===== src/rtl/divider_if.sv =====
// Operand/result handshake bundle between the execute stage and the RV32M divider.
interface divider_if #(
    parameter int WIDTH = 32
);
    logic             ce;
    logic [2:0]       funct3;
    logic [WIDTH-1:0] a;
    logic [WIDTH-1:0] b;
    logic [WIDTH-1:0] result;
    logic             busy;
    logic             done;

    modport master (output ce, funct3, a, b, input result, busy, done);
    modport slave  (input ce, funct3, a, b, output result, busy, done);
endinterface


===== src/rtl/divider.sv =====
// Restoring radix-2 divider for DIV/DIVU/REM/REMU: done one cycle after E33 (E1 for boundary
// operands when DIVIDER_EARLY_OUT_EN is defined); ce is only sampled in IDLE, busy stalls the pipe.
module divider #(
    parameter int WIDTH = 32
) (
    input  logic      clk,
    input  logic      reset,
    divider_if.slave  bus
);
    localparam int CW = $clog2(WIDTH);
    localparam logic [CW-1:0]    LAST_CNT = CW'(WIDTH - 1);
    localparam logic [WIDTH-1:0] MIN_NEG  = {1'b1, {(WIDTH-1){1'b0}}};

    typedef enum logic [1:0] {S_IDLE, S_DIVIDE, S_FINISH} state_t;

    state_t           r_state;
    state_t           w_state_nxt;
    logic             w_busy;
    logic [2:0]       r_funct3;
    logic             r_neg_a;
    logic             r_neg_b;
    logic             r_b_zero;
    logic [WIDTH-1:0] r_quo;
    logic [WIDTH-1:0] r_abs_b;
    logic [WIDTH:0]   r_rem;
    logic [CW-1:0]    r_cnt;
    logic [WIDTH-1:0] r_result;
    logic             r_done;

    logic             w_signed;
    logic             w_neg_a;
    logic             w_neg_b;
    logic             w_b_zero;
    logic [WIDTH-1:0] w_abs_a;
    logic [WIDTH-1:0] w_abs_b;
    logic             w_early;
    logic [WIDTH+1:0] w_shift;
    logic             w_ge;
    logic [WIDTH:0]   w_sub;
    logic [WIDTH-1:0] w_q_fix;
    logic [WIDTH-1:0] w_r_fix;
    logic [WIDTH-1:0] w_res;

    assign w_signed = bus.funct3[2] & ~bus.funct3[0];
    assign w_neg_a  = w_signed & bus.a[WIDTH-1];
    assign w_neg_b  = w_signed & bus.b[WIDTH-1];
    assign w_b_zero = (bus.b == '0);
    assign w_abs_a  = w_neg_a ? -bus.a : bus.a;
    assign w_abs_b  = w_neg_b ? -bus.b : bus.b;

`ifdef DIVIDER_EARLY_OUT_EN
    assign w_early = bus.funct3[2] &
                     (w_b_zero | (w_signed & (bus.a == MIN_NEG) & (bus.b == '1)));
`else
    assign w_early = 1'b0;
`endif

    // One restoring step: bring in the next dividend bit, keep the difference if it fits.
    assign w_shift = {r_rem, r_quo[WIDTH-1]};
    assign w_ge    = (w_shift >= {2'b00, r_abs_b});
    assign w_sub   = (WIDTH+1)'(w_shift - {2'b00, r_abs_b});

    // Divide-by-zero leaves quotient all-ones and remainder |a|, so b=0 must not negate the quotient.
    assign w_q_fix = ((r_neg_a ^ r_neg_b) & ~r_b_zero) ? -r_quo : r_quo;
    assign w_r_fix = r_neg_a ? -r_rem[WIDTH-1:0] : r_rem[WIDTH-1:0];

    always_comb begin
        w_res = '0;
        case (r_funct3)
            3'b100, 3'b101: w_res = w_q_fix;
            3'b110, 3'b111: w_res = w_r_fix;
            default:        w_res = '0;
        endcase
    end

    always_ff @(posedge clk or posedge reset) begin
        if (reset) begin
            r_state <= S_IDLE;
        end else begin
            r_state <= w_state_nxt;
        end
    end

    always_comb begin
        w_state_nxt = r_state;
        w_busy      = 1'b0;
        case (r_state)
            S_IDLE: begin
                if (bus.ce) begin
                    w_state_nxt = w_early ? S_FINISH : S_DIVIDE;
                end
            end
            S_DIVIDE: begin
                w_busy = 1'b1;
                if (r_cnt == LAST_CNT) begin
                    w_state_nxt = S_FINISH;
                end
            end
            S_FINISH: begin
                w_busy      = 1'b1;
                w_state_nxt = S_IDLE;
            end
            default: w_state_nxt = S_IDLE;
        endcase
    end

    always_ff @(posedge clk or posedge reset) begin
        if (reset) begin
            r_funct3 <= '0;
            r_neg_a  <= 1'b0;
            r_neg_b  <= 1'b0;
            r_b_zero <= 1'b0;
            r_quo    <= '0;
            r_abs_b  <= '0;
            r_rem    <= '0;
            r_cnt    <= '0;
            r_result <= '0;
            r_done   <= 1'b0;
        end else begin
            r_done <= 1'b0;
            case (r_state)
                S_IDLE: begin
                    if (bus.ce) begin
                        r_funct3 <= bus.funct3;
                        r_neg_a  <= w_neg_a;
                        r_neg_b  <= w_neg_b;
                        r_b_zero <= w_b_zero;
                        r_abs_b  <= w_abs_b;
                        r_cnt    <= '0;
                        // Early-out stages exactly what the full iteration would have produced.
                        if (w_early) begin
                            r_quo <= w_b_zero ? '1 : MIN_NEG;
                            r_rem <= w_b_zero ? {1'b0, w_abs_a} : '0;
                        end else begin
                            r_quo <= w_abs_a;
                            r_rem <= '0;
                        end
                    end
                end
                S_DIVIDE: begin
                    r_rem <= w_ge ? w_sub : w_shift[WIDTH:0];
                    r_quo <= {r_quo[WIDTH-2:0], w_ge};
                    r_cnt <= r_cnt + CW'(1);
                end
                S_FINISH: begin
                    r_result <= w_res;
                    r_done   <= 1'b1;
                end
                default: ;
            endcase
        end
    end

    assign bus.result = r_result;
    assign bus.busy   = w_busy;
    assign bus.done   = r_done;
endmodule


===== src/flat_wrapper.sv =====
// flat-port wrapper written by rule: the top's interface ports become plain ports
module divider_flat 
#(
    parameter int WIDTH = 32
)
  (clk, reset, bus_ce, bus_funct3, bus_a, bus_b, bus_result, bus_busy, bus_done);
  divider_if #(.WIDTH(WIDTH)) bus_i ();
  input  logic clk;
  input  logic reset;
  input wire logic [$bits(bus_i.ce)-1:0] bus_ce;
  input wire logic [$bits(bus_i.funct3)-1:0] bus_funct3;
  input wire logic [$bits(bus_i.a)-1:0] bus_a;
  input wire logic [$bits(bus_i.b)-1:0] bus_b;
  output wire logic [$bits(bus_i.result)-1:0] bus_result;
  output wire logic [$bits(bus_i.busy)-1:0] bus_busy;
  output wire logic [$bits(bus_i.done)-1:0] bus_done;
  assign bus_i.ce = bus_ce;
  assign bus_i.funct3 = bus_funct3;
  assign bus_i.a = bus_a;
  assign bus_i.b = bus_b;
  assign bus_result = bus_i.result;
  assign bus_busy = bus_i.busy;
  assign bus_done = bus_i.done;
  divider #(.WIDTH(WIDTH)) u_core (.clk(clk), .reset(reset), .bus(bus_i));
endmodule

===== config.mk =====
export PLATFORM = sky130hd
export DESIGN_NAME = divider_flat
export DESIGN_NICKNAME = d
export VERILOG_FILES = /design/src/rtl/divider_if.sv /design/src/rtl/divider.sv /design/src/flat_wrapper.sv
export SDC_FILE = /design/constraint.sdc
export NUM_CORES = 1
export LEC_CHECK = 0
export CAP_MARGIN = 5
export CORE_UTILIZATION = 59
export CTS_CLUSTER_DIAMETER = 80
export DETAILED_ROUTE_END_ITERATION = 12
export GPL_TIMING_DRIVEN = 0
export PLACE_DENSITY_LB_ADDON = 0.08
export SLEW_MARGIN = 20
export SYNTH_ARGS = -nofsm -noshare
export SYNTH_HDL_FRONTEND = slang
export SYNTH_SLANG_ARGS = --single-unit

===== constraint.sdc =====
create_clock -name clk -period 6.2 [get_ports clk]
set_clock_uncertainty 0.2 [all_clocks]
set_input_delay 1.24 -clock clk [delete_from_list [all_inputs] [get_ports clk]]
set_output_delay 1.24 -clock clk [all_outputs]
set_load 0.05 [all_outputs]

# == After elaboration in Yosys (flattened, before gate mapping) ==
# Cells that the tools add are included.
# W data, S select, Z words.
# classes
add_sub_neg,6
magnitude_cmp,1
n_eq_ne,9
muxes,17
bitwise_logic,7
reduce_logical,9
# ops
operator,n
$mux W32,5
$neg A32 Y32,4
$pmux W32 S2,2
$mux W33,2
$pmux W33 S2,1
$ge A34 B32 Y1,1
$sub A33 B32 Y33,1
$logic_not A32 Y1,1
$eq A3 B3 Y1 const B,4
$pmux W5 S2,1
$reduce_and A2 Y1,3
$reduce_or A2 Y1,3
$add A5 B1 Y5 const B,1
$eq A5 B5 Y1 const B,1
$mux W5,1
$and A1 B1 Y1,4
$mux W2,2
$pmux W2 S2,1
$eq A2 B1 Y1 const B,1
$eq A2 B2 Y1 const B,1
$logic_not A2 Y1,1
$mux W1,2
$ne A2 B1 Y1 const B,1
$ne A2 B2 Y1 const B,1
3 further kinds,4
# totals
ff_bits,143
in_bits,70
output_inout_bits,34
word_cells,60

# == Longest topological paths before layout ==
# Gate-level depths: netlist of run 1.
# logic_depth
word_depth,6
ltp_mapped,14
mapped_depth_nobuf,12

# == Worst setup path before layout of run 1 ==
# OpenSTA, ideal clock, no wires.
# synth_timing
path_kind,flip-flop to flip-flop
startpoint,register u_core.r_quo[31]
endpoint,register u_core.r_rem[16]
setup_time_ps,134
t_arrival_ps,3216
required_time_ps,5866
path_slack_ps,2651
path_stages_with_launch,15
n_path_buf,2
synth_period_minus_slack_ps,3549
path_cell_list,dfrtp_1 > inv_1 > ha_1 > inv_1 > fa_1 > a21o_1 > a221oi_1 > o21bai_1 > o31ai_1 > o211ai_1 > a31oi_1 > buf_2 > buf_4 > mux2i_1 > o21ai_0
# synth_via
elab_chain_cells,3
elab_cells_between_ends,4
classes_between,add/sub: 1; order compare: 1; mux: 2
# synth_lines
element,line_no,rtl
"start, declared",divider.sv:23,logic [WIDTH-1:0] r_quo;
"start signal, assigned",divider.sv:132,r_quo <= w_b_zero ? '1 : MIN_NEG;
"start signal, assigned",divider.sv:135,r_quo <= w_abs_a;
"start signal, assigned",divider.sv:142,"r_quo <= {r_quo[WIDTH-2:0], w_ge};"
$sub A33 B32 Y33 or $ge A34 B32 Y1 (tied branches),"divider.sv:61, divider.sv:60",
$mux W33 (*),divider.sv:141,r_rem <= w_ge ? w_sub : w_shift[WIDTH:0];
$pmux W33 S2 (*),divider.sv:121,case (r_state)
"end signal, assigned",divider.sv:133,"r_rem <= w_b_zero ? {1'b0, w_abs_a} : '0;"
"end signal, assigned",divider.sv:141,
"end, declared",divider.sv:25,logic [WIDTH:0] r_rem;
# Mark *: on every way between the ends. The rest lies on a longest branch, timed or not.
# A chain may end at the register's enable or synchronous reset.

# == Worst setup path after layout of run 1 ==
# layout_timing
startpoint,register u_core.r_quo[31]
endpoint,register u_core.r_rem[15]
# The elaborated chain is that of the path after synthesis.

==> Implementation_results.wiki, run 1 <==
{| class="wikitable"
! Metric !! Value
|-
| Final total power || 6.96 mW
|-
| Clock network latency to the later pin of the worst-skew pair || 0.42 ns
|-
| Signal arrival time at the worst endpoint || 4.69 ns
|-
| Capturing element type of the critical path || flip-flop
|-
| Critical-path top delay cell || sky130_fd_sc_hd__o31ai_1
|-
| Core region area || 17400 um^2
|-
| Via count of the first global-routing pass || 9906
|-
| Initial cell density of the core || 60.9%
|-
| Cell taking the most area after synthesis || sky130_fd_sc_hd__dfrtp_1
|-
| Setup violators final || 0
|-
| Total iterations of the first detailed-routing run || 6
|-
| Number of synthesis warnings || 0
|-
| CTS tree || built
|-
| Critical path's top delay family || compound AO/OA/AOI/OAI gates
|-
| Clock net sink count || 142
|-
| Share of layout cells above drive strength 1 || 3.69%
|-
| Number of buffers and inverters on the critical path || 4
|-
| H-tree depth || 4
|-
| Total Die Area || 18500 um^2
|-
| Share of the synthesized netlist area taken by xor and xnor gates || 11.4%
|-
| Routed wire length || 31500 um
|-
| Standby leakage power || 5.31 nW
|-
| Commonest register cell after synthesis || sky130_fd_sc_hd__dfrtp_1
|-
| Highest net fanout along the worst path || 10
|-
| Final standard cell utilization of the core || 72.8%
|-
| Average via count per standard cell || 6.26
|-
| Post-placement cell count || 1656
|-
| DP Wirelength || 23800 um
|-
| I/O pin cnt || 104
|-
| Final number of hold-violating endpoints || 0
|-
| Worst slack at placement || 1.75 ns
|-
| Async S/R FF share, synth || 100%
|-
| Setup repair bufs after CTS || 0
|-
| Number of antenna violations at the first check in global routing || 0
|-
| Final sum of negative setup slack || 0 ns
|-
| Final ANT Viol Nets || 0
|-
| Worst EP required || 6.28 ns
|-
| GRT Overall Usage || 35.2%
|-
| Maximum number of pins on one net before global-route repair || 103
|-
| Simple-Gate Fraction of Synth Area || 17.0%
|-
| CTS Buf Count || 17
|-
| Syn Std Cell Area || 10600 um^2
|-
| Classification of the worst setup path || flip-flop to flip-flop
|-
| Post-Syn Area per Cell || 8.00 um^2
|-
| Flops & latches, synth || 142
|-
| Vias post-DR || 10600
|-
| Post-synthesis compound-gate area fraction || 24.5%
|-
| Peak ir drop on the vdd network || 0.434 mV
|-
| Worst path setup slack after routing || 1.59 ns
|-
| Area share of the largest cell type after synthesis || 33.5%
|-
| Critical path startpoint category || flip-flop
|-
| Reported max-cap violation count || 0
|-
| Die Span Y || 136 um
|-
| Minimum period implied by the final worst setup slack || 4.61 ns
|-
| Grt ovf || 0
|-
| Clk buf depth || 2
|-
| Resized cells post-CTS || 0
|-
| Slew margin rel. || 33.2%
|-
| Number of enable-type register cells in the synthesized netlist || 0
|-
| Post-route DRC violation count || 0
|-
| Cell repeated most along the worst path || sky130_fd_sc_hd__inv_1
|-
| Count of final max-slew check failures || 0
|-
| Register clock-pin slew on the reported worst setup and hold paths || 0.06 ns
|-
| Port Buffers || 103
|-
| Post-synthesis share of cell area spent on full adders, half adders and majority gates || 5.02%
|-
| Fin crit share || 74.4%
|-
| Largest family of logic cells by synthesized area || compound AO/OA/AOI/OAI gates
|-
| Synth area leaders || sky130_fd_sc_hd__dfrtp_1 (33%), sky130_fd_sc_hd__o21ai_0 (8.1%), sky130_fd_sc_hd__xor2_1 (5.9%)
|-
| Areal power density over the cells || 549 nW/um^2
|-
| Count of fill cells added during filler insertion || 1463
|-
| Chip Width || 136 um
|-
| Hold buffer count at CTS || 0
|-
| Net total in the final layout || 1562
|-
| Wire length of the first global-routing pass || 50200 um
|-
| Site row count || 48
|-
| Final cell count without fillers || 1687
|-
| Max incr delay on CP || 0.68 ns
|-
| Path type of the worst min-delay path || flip-flop to flip-flop
|-
| Slew @ Worst Pin || 0.991 ns
|-
| Final weighted congestion in routability-driven placement || 0.945
|-
| Number of distinct library cell variants in the gate-level netlist after synthesis || 62
|-
| CTS root buf || sky130_fd_sc_hd__clkbuf_16
|-
| Number of instances in the synthesized netlist || 1327
|-
| First DRT Iteration DRCs || 1072
|-
| Cells along the critical path || inv_1 -> ha_1 -> inv_1 -> fa_1 -> a21o_1 -> a221oi_1 -> o21bai_1 -> o31ai_1 -> o211ai_1 -> a31oi_1 -> buf_2 -> buf_4 -> mux2i_1 -> o21ai_0
|-
| Antenna diode count || 0
|-
| Wire length per cell || 18.7 um
|-
| Status || completed
|-
| Achievable frequency || 217 MHz
|-
| Post-synthesis sequential area ratio || 33.5%
|-
| Unrepaired setup endpoints after global routing || false
|-
| Share of cell area taken by muxes after synthesis || 2.78%
|-
| Synthesized Nets || 1439
|-
| Area growth syn-to-layout || 19.5%
|}
worst reg2reg max path: cells and delay by family (launching register included):
family	cells	cell delay, ns
AOI/OAI and AO/OA	7	2.14
buffers and inverters	4	0.85
adders and majority gates	2	0.58
DFF	1	0.44
muxes	1	0.25
layout by cell type (no fill, tap or decap), drive strengths merged, types with 14 or more instances in the layout:
cell and instances:
mux2i 25, nor3 24, buf 14, o22ai 20
xor2 72, a31oi 14, nand2b 22, o31ai 23
xnor2 66, nand2 156, clkdlybuf4s50 103, nor2 69
inv 85, or3 14, clkbuf 83, o21ai 171
a21oi 121, a21o 16, dfrtp 142, ha 41
nand3 16, o41ai 16, nor4 15, nor2b 16
per-stage QoR:
step	hold WS [ns]	area, um^2
after CTS	0.284	12700
after global routing	0.308	12700
after global placement	0.262	11900
after detailed placement	0.271	12000
final	0.283	12700
after floorplan	0.249	10600
worst paths after layout:
| path | startpoint | endpoint | slack [ns] | cells past startpoint |
|---|---|---|---|---|
| min | u_core.r_abs_b[4] | u_core.r_abs_b[4] | 0.28 | 2 |
| min reg2reg | u_core.r_abs_b[4] | u_core.r_abs_b[4] | 0.28 | 2 |
| max in group asynchronous | reset | u_core.r_rem[13] | 4.01 | 3 |
| max reg2reg | u_core.r_quo[31] | u_core.r_rem[15] | 1.59 | 14 |
| max | u_core.r_quo[31] | u_core.r_rem[15] | 1.59 | 14 |
| min in group asynchronous | reset | u_core.r_cnt[2] | 0.99 | 2 |
state kept, by name, indices dropped and copies added (netlist names):
signal             cells
u_core.r_rem          33
u_core.bus.done        1
u_core.r_cnt           5
u_core.r_state         2
u_core.r_abs_b        32
u_core.r_b_zero        1
u_core.bus.result     32
u_core.r_quo          32
u_core.r_funct3        2
u_core.r_neg_b         1
u_core.r_neg_a         1
Yosys cell counts, types with 3 or more instances:
library cell / n
sky130_fd_sc_hd__and2_1: 6
sky130_fd_sc_hd__o31a_1: 3
sky130_fd_sc_hd__o31ai_1: 23
sky130_fd_sc_hd__mux2_2: 4
sky130_fd_sc_hd__o221ai_1: 7
sky130_fd_sc_hd__nor3_1: 24
sky130_fd_sc_hd__ha_1: 41
sky130_fd_sc_hd__o21ai_0: 171
sky130_fd_sc_hd__mux2i_1: 25
sky130_fd_sc_hd__a221oi_1: 3
sky130_fd_sc_hd__nor2b_1: 16
sky130_fd_sc_hd__or4_4: 3
sky130_fd_sc_hd__a211o_1: 4
sky130_fd_sc_hd__dfrtp_1: 142
sky130_fd_sc_hd__clkbuf_1: 63
sky130_fd_sc_hd__a21oi_1: 121
sky130_fd_sc_hd__o22ai_1: 20
sky130_fd_sc_hd__a211oi_1: 5
sky130_fd_sc_hd__a31oi_1: 14
sky130_fd_sc_hd__buf_2: 3
sky130_fd_sc_hd__o21a_1: 3
sky130_fd_sc_hd__nor4_1: 13
sky130_fd_sc_hd__o41ai_1: 16
sky130_fd_sc_hd__xor2_1: 72
sky130_fd_sc_hd__o21bai_1: 6
sky130_fd_sc_hd__nand4_1: 8
sky130_fd_sc_hd__or4_1: 7
sky130_fd_sc_hd__nor2_1: 69
sky130_fd_sc_hd__a21o_1: 16
sky130_fd_sc_hd__or3_1: 13
sky130_fd_sc_hd__nand3_1: 15
sky130_fd_sc_hd__inv_1: 85
sky130_fd_sc_hd__xnor2_1: 66
sky130_fd_sc_hd__a32oi_1: 12
sky130_fd_sc_hd__buf_1: 8
sky130_fd_sc_hd__nand2b_1: 21
sky130_fd_sc_hd__a22o_1: 3
sky130_fd_sc_hd__o211ai_1: 4
sky130_fd_sc_hd__nand2_1: 156
sky130_fd_sc_hd__and3_1: 9
logic make-up (layout without fill, tap and decap cells):
logic type	count (synthesis)	in the layout
AO/OA/AOI/OAI	440	440
AND/OR/NAND/NOR	375	375
buffers and inverters	161	296
flip-flops	142	142
XOR/XNOR	138	138
adder cells (fa/ha/maj)	42	42
multiplexers	29	29
layer usage:
layer	routed length, um	vias up	global-route usage (%)
met5	0	-	0
met4	871	0	12.8
met3	2020	63	6.79
met2	14300	404	54.1
met1	14400	5154	49.2
li1	-	4946	-
layout make-up:
cell class / count / area, um^2 / area share [%]
Inverter: 85 / 327 / 2.58
Tap cell: 225 / 282 / 2.22
Timing Repair Buffer: 104 / 1060 / 8.35
Clock buffer: 20 / 457 / 3.60
Buffer: 76 / 297 / 2.34
Clock inverter: 11 / 260 / 2.05
Multi-Input combinational cell: 1024 / 6440 / 50.8
Sequential cell: 142 / 3550 / 28.0
report_power, final:
group	switching [mW]	total (mW)	internal, mW
combinational	2.50	4.05	1.55
sequential	0.404	1.66	1.26
clock	0.398	1.25	0.855
No activity file was read; power rests on OpenSTA's default activity.
==> inputs of run 2 (changes only) <==
==> constraint.sdc (replaced) <==
create_clock -name clk -period 4.3 [get_ports clk]
set_clock_uncertainty 0.2 [all_clocks]
set_input_delay 0.86 -clock clk [delete_from_list [all_inputs] [get_ports clk]]
set_output_delay 0.86 -clock clk [all_outputs]
set_load 0.05 [all_outputs]
==> run 2 against run 1 <==
  * Worst setup slack got worse by 1.4 ns
  * Maximum frequency is 13% higher
  * Non-clock buffer count increased by 5
  * Design area is essentially flat
  * Hold slack got worse by 0.0030 ns
  * Global-route usage decreased by 0.11 points
  * Flip-flop and latch count unchanged
  * Via count shrank 1.3%
  * Clock-buffer cell count decreased by 1
  * Sequential share of layout area is essentially flat
  * Combinational power grew 45%
  * Clock power is 23% higher
  * Critical path type unchanged
  * Largest cell class unchanged
==> Implementation_results.wiki, run 2 (synthesis results as in run 1) <==
{| class="wikitable"
! Metric !! Value
|-
| CTS tree || built
|-
| Register with the highest flop count || u_core.r_rem
|-
| I/O pin cnt || 104
|-
| Area growth syn-to-layout || 19.5%
|-
| Wire length on met1 || 14000 um
|-
| CTS root buf || sky130_fd_sc_hd__clkbuf_16
|-
| Critical path startpoint category || flip-flop
|-
| Average via count per standard cell || 6.16
|-
| Reported max-cap violation count || 0
|-
| Share of layout cells above drive strength 1 || 4.36%
|-
| Post-route DRC violation count || 0
|-
| Max incr delay on CP || 0.43 ns
|-
| Maximum number of pins on one net before global-route repair || 35
|-
| Total iterations of the first detailed-routing run || 5
|-
| H-tree depth || 4
|-
| Max FFs per register || 33
|-
| Count of final max-slew check failures || 0
|-
| Classification of the worst setup path || flip-flop to flip-flop
|-
| Antenna diode count || 0
|-
| Worst Hold Slack || 0.280 ns
|-
| Commonest non-fill, non-tap cell in the layout || sky130_fd_sc_hd__o21ai_0
|-
| Clock network latency to the later pin of the worst-skew pair || 0.44 ns
|-
| Number of antenna violations at the first check in global routing || 0
|-
| Signal arrival time at the worst endpoint || 4.17 ns
|-
| Met2 wire length || 14300 um
|-
| CTS Buf Count || 17
|-
| Net total in the final layout || 1567
|-
| Areal power density over the cells || 775 nW/um^2
|-
| Setup violators final || 0
|-
| Achievable frequency || 245 MHz
|-
| Via count of the first global-routing pass || 9622
|-
| Initial cell density of the core || 60.9%
|-
| Critical-path top delay cell || sky130_fd_sc_hd__dfrtp_1
|-
| Clock net sink count || 142
|-
| Wire length of the first global-routing pass || 49600 um
|-
| Vias post-DR || 10400
|-
| Most frequent cells in the layout || sky130_fd_sc_hd__o21ai_0 (171), sky130_fd_sc_hd__nand2_1 (156), sky130_fd_sc_hd__dfrtp_1 (142)
|-
| DP Wirelength || 24000 um
|-
| First DRT Iteration DRCs || 1028
|-
| Path type of the worst min-delay path || flip-flop to flip-flop
|-
| Capturing element type of the critical path || flip-flop
|-
| Grt ovf || 0
|-
| Peak ir drop on the vdd network || 0.546 mV
|-
| Post-detailed-placement cell area || 12000 um^2
|-
| Port Buffers || 103
|-
| Fin crit share || 94.8%
|-
| Status || completed
|-
| Highest net fanout along the worst path || 10
|-
| Top Layer Used || met4
|-
| Chip Width || 136 um
|-
| Final weighted congestion in routability-driven placement || 0.943
|-
| Post-route cell area || 12700 um^2
|-
| GRT Overall Usage || 35.1%
|-
| Hold buffer count at CTS || 0
|-
| Worst EP required || 4.39 ns
|-
| Final sum of negative setup slack || 0 ns
|-
| Die Span Y || 136 um
|-
| Standby leakage power || 5.29 nW
|-
| Total Die Area || 18500 um^2
|-
| Clk buf depth || 2
|-
| Site row count || 48
|-
| Final cell count without fillers || 1693
|-
| Final ANT Viol Nets || 0
|-
| Met3 wire length || 2220 um
|-
| Wire length per cell || 18.5 um
|-
| Cells along the critical path || inv_1 -> ha_1 -> inv_1 -> fa_1 -> a21o_1 -> a221oi_2 -> o21bai_2 -> o31ai_4 -> o211ai_1 -> a31oi_2 -> buf_4 -> buf_4 -> mux2i_1 -> o21ai_0
|-
| Minimum period implied by the final worst setup slack || 4.08 ns
|-
| Routed wire length || 31300 um
|-
| Slew @ Worst Pin || 0.899 ns
|-
| Worst slack at placement || -0.231 ns
|-
| Slew margin rel. || 39.4%
|-
| Post-placement cell count || 1660
|-
| Register clock-pin slew on the reported worst setup and hold paths || 0.06 ns
|-
| Core region area || 17400 um^2
|-
| Unrepaired setup endpoints after global routing || false
|-
| Final number of hold-violating endpoints || 0
|-
| Worst path setup slack after routing || 0.223 ns
|}
==> run 2: cell count changes in the layout (fill, tap and decap cells not counted), sizes merged <==
cell,delta
inv,-1
clkinvlp,+5
bufinv,-5
clkbuf,-1
clkinv,+3
buf,+5
==> run 2: final cells by class <==
class	count	area, um^2
multi-input cells	1024	6470
plain buffers	76	299
flip-flops and latches	142	3550
inverters	85	323
clock inverters	13	166
repair buffers	109	1150
clock buffers	19	443
well taps	225	282
fillers	1427	4730
==> run 2: final timing paths <==
check | from | end | slack [ns] | cells past startpoint
max | u_core.r_quo[31] | u_core.r_rem[15] | 0.22 | 14
min | u_core.r_abs_b[30] | u_core.r_abs_b[30] | 0.28 | 2
max reg2reg | u_core.r_quo[31] | u_core.r_rem[15] | 0.22 | 14
min reg2reg | u_core.r_abs_b[30] | u_core.r_abs_b[30] | 0.28 | 2
max in group asynchronous | reset | u_core.r_quo[3] | 2.74 | 4
min in group asynchronous | reset | u_core.r_abs_b[10] | 0.52 | 2
==> run 2: report_power, final <==
| group | total [mW] | internal [mW] | switching [mW] |
|---|---|---|---|
| clock network | 1.54 | 0.928 | 0.616 |
| logic | 5.89 | 2.29 | 3.60 |
| registers | 2.40 | 1.81 | 0.582 |
| total | 9.83 | 5.03 | 4.80 |
==> run 2: through the flow <==
step	util, %	power, mW
after floorplan	-	6.49
after global placement	68.5	7.87
after detailed placement	69.1	8.03
after CTS	72.7	9.65
after global routing	72.8	10.6
final	72.8	9.83
==> run 2: critical path: cells and delay by family (launching register included) <==
kind	cells	cell delay, ns
fa+ha+maj	2	0.57
compound gates	7	1.76
flops	1	0.43
buf+inv	4	0.71
mux	1	0.25
==> run 2: what timing repair did <==
| item | 4_1_cts | 5_1_grt |
|---|---|---|
| setup endpoints to repair | 28 | 28 |
| endpoints found under the hold margin | 0 | 0 |
| gates resized for setup | 2 | 5 |
| pin swaps | 0 | 1 |
| setup buffers | 0 | 1 |
==> run 2: layer usage <==
layer / GRT usage (%) / vias up
li1: - / 4959
met1: 49.4 / 5032
met2: 54.6 / 380
met3: 6.64 / 57
met4: 10.7 / 0
met5: 0 / -
==> inputs of run 3 (changes only) <==
--- a/config.mk
+++ b/config.mk
@@ -5,7 +5,7 @@
 export SDC_FILE = /design/constraint.sdc
 export NUM_CORES = 1
 export LEC_CHECK = 0
-export CAP_MARGIN = 5
+export CORE_MARGIN = 5
 export CORE_UTILIZATION = 59
 export CTS_CLUSTER_DIAMETER = 80
 export DETAILED_ROUTE_END_ITERATION = 12
==> run 3 against run 2 <==
  * Sequential power barely moved
  * First-iteration DRC count decreased by 15%
  * Total power up 0.41%
  * Design area hardly changed
  * Die area is 12% higher
  * Register-to-register slack better by 0.04 ns
  * Flip-flop and latch count is the same
  * Critical path type unchanged
  * Critical endpoint is now u_core.r_rem[14]
==> Implementation_results.wiki, run 3 (synthesis results as in run 1) <==
{| class="wikitable"
! Metric !! Value
|-
| Post-detailed-placement cell area || 12000 um^2
|-
| H-tree depth || 4
|-
| Hold buffer count at CTS || 0
|-
| Count of final max-slew check failures || 0
|-
| DP Wirelength || 25400 um
|-
| Areal power density over the cells || 779 nW/um^2
|-
| Clk buf depth || 2
|-
| I/O pin cnt || 104
|-
| Critical path's top delay family || compound AO/OA/AOI/OAI gates
|-
| CTS root buf || sky130_fd_sc_hd__clkbuf_16
|-
| Signal arrival time at the worst endpoint || 4.12 ns
|-
| Path type of the worst min-delay path || flip-flop to flip-flop
|-
| Minimum period implied by the final worst setup slack || 4.04 ns
|-
| Worst EP required || 4.38 ns
|-
| CTS Buf Count || 17
|-
| Peak ir drop on the vdd network || 0.623 mV
|-
| Unrepaired setup endpoints after global routing || false
|-
| Total iterations of the first detailed-routing run || 6
|-
| Standby leakage power || 5.30 nW
|-
| Site row count || 49
|-
| Highest net fanout along the worst path || 10
|-
| Wire length per cell || 19.2 um
|-
| Maximum number of pins on one net before global-route repair || 35
|-
| Setup violators final || 0
|-
| Average via count per standard cell || 6.22
|-
| Slew @ Worst Pin || 1.16 ns
|-
| Reported max-cap violation count || 0
|-
| Post-route DRC violation count || 0
|-
| Classification of the worst setup path || flip-flop to flip-flop
|-
| Number of buffers and inverters on the critical path || 4
|-
| Die Span Y || 144 um
|-
| Register clock-pin slew on the reported worst setup and hold paths || 0.06 ns
|-
| GRT Overall Usage || 31.7%
|-
| Port Buffers || 103
|-
| CTS tree || built
|-
| Total Die Area || 20800 um^2
|-
| Final number of hold-violating endpoints || 0
|-
| Capturing element type of the critical path || flip-flop
|-
| Grt ovf || 0
|-
| Antenna diode count || 0
|-
| Slew margin rel. || 21.9%
|-
| Status || completed
|-
| Final sum of negative setup slack || 0 ns
|-
| Max FFs per register || 33
|-
| Via count of the first global-routing pass || 9886
|-
| Initial cell density of the core || 59.5%
|-
| Share of layout cells above drive strength 1 || 4.36%
|-
| Max incr delay on CP || 0.43 ns
|-
| Count of fill cells added during filler insertion || 1468
|-
| Core region area || 17800 um^2
|-
| Critical-path top delay cell || sky130_fd_sc_hd__dfrtp_1
|-
| Register with the highest flop count || u_core.r_rem
|-
| Area growth syn-to-layout || 19.4%
|-
| Routed wire length || 32600 um
|-
| Chip Width || 144 um
|-
| Achievable frequency || 248 MHz
|-
| Vias post-DR || 10500
|-
| Critical path startpoint category || flip-flop
|-
| Number of antenna violations at the first check in global routing || 0
|-
| Final ANT Viol Nets || 0
|-
| Cells along the critical path || inv_1 -> ha_1 -> inv_1 -> fa_1 -> a21o_1 -> a221oi_2 -> o21bai_2 -> o31ai_4 -> o211ai_1 -> a31oi_2 -> buf_4 -> buf_4 -> mux2i_1 -> o21ai_0
|-
| Post-route cell area || 12700 um^2
|-
| Commonest non-fill, non-tap cell in the layout || sky130_fd_sc_hd__o21ai_0
|-
| Fin crit share || 93.9%
|-
| Clock net sink count || 142
|-
| Net total in the final layout || 1566
|-
| First DRT Iteration DRCs || 878
|-
| Final weighted congestion in routability-driven placement || 0.925
|-
| Wire length of the first global-routing pass || 51700 um
|-
| Final total power || 9.87 mW
|-
| Clock network latency to the later pin of the worst-skew pair || 0.44 ns
|-
| Most frequent cells in the layout || sky130_fd_sc_hd__o21ai_0 (171), sky130_fd_sc_hd__nand2_1 (156), sky130_fd_sc_hd__dfrtp_1 (142)
|}
==> run 3: cell count changes in the layout (fill, tap and decap cells not counted) <==
cell,delta
sky130_fd_sc_hd__buf_16,-1
sky130_fd_sc_hd__inv_6,+2
sky130_fd_sc_hd__clkinvlp_4,-4
sky130_fd_sc_hd__clkbuf_1,-1
sky130_fd_sc_hd__clkinv_4,+2
sky130_fd_sc_hd__inv_8,+1
==> run 3: tightest hold or removal path: cells and delay by family, from the launching register on <==
kind             cells  cell delay, ns
flip-flops           1            0.35
AND/OR/NAND/NOR      1            0.05
AO/OA/AOI/OAI        1            0.06
==> run 3: final cells by class <==
type                       count  area (um^2)  share of cell area [%]
buffer                        76          299                    2.36
clock inverter                14          183                    1.44
multi-input combinational   1024         6470                    51.1
timing repair buffer         108         1120                    8.83
inverter                      85          323                    2.55
clock buffer                  18          439                    3.46
sequential                   142         3550                    28.0
tap                          229          287                    2.26
==> run 3: power breakdown <==
part	leakage (nW)	internal, mW	switching, mW
Clock	0.299	0.938	0.630
Sequential	1.83	1.81	0.603
Combinational	3.17	2.28	3.60
Total	5.30	5.03	4.84
==> run 3: path summary, 6_finish.rpt <==
kind	from	to	slack, ns	depth (start not counted)
min reg2reg	u_core.r_abs_b[9]	u_core.r_abs_b[9]	0.28	2
max	u_core.r_quo[31]	u_core.r_rem[14]	0.26	14
max in group asynchronous	reset	u_core.r_quo[12]	2.50	4
max reg2reg	u_core.r_quo[31]	u_core.r_rem[14]	0.26	14
min	u_core.r_abs_b[9]	u_core.r_abs_b[9]	0.28	2
min in group asynchronous	reset	u_core.r_rem[12]	0.63	2
==> run 3: timing repair <==
action,CTS,global route
pin swaps,0,1
setup endpoints to repair,32,28
endpoints found under the hold margin,0,0
resized for setup,3,3
setup buffers,0,1
==> run 3: stage by stage <==
step	util, %	instances	hold WS, ns	worst slack, ns
floorplan	-	1327	0.249	0.751
detailed placement	67.3	1663	0.271	-0.308
CTS	70.9	1695	0.285	0.0830
finish	71.0	1696	0.283	0.263
global placement	66.9	1659	0.263	-0.287
global route	71.0	1696	0.300	0.0879
==> run 3: metal layers <==
metal  GRT usage (%)  wire, um
met3            6.38      2250
met5               0         0
met4            11.0       920
met2            47.8     14600
met1            45.5     14900
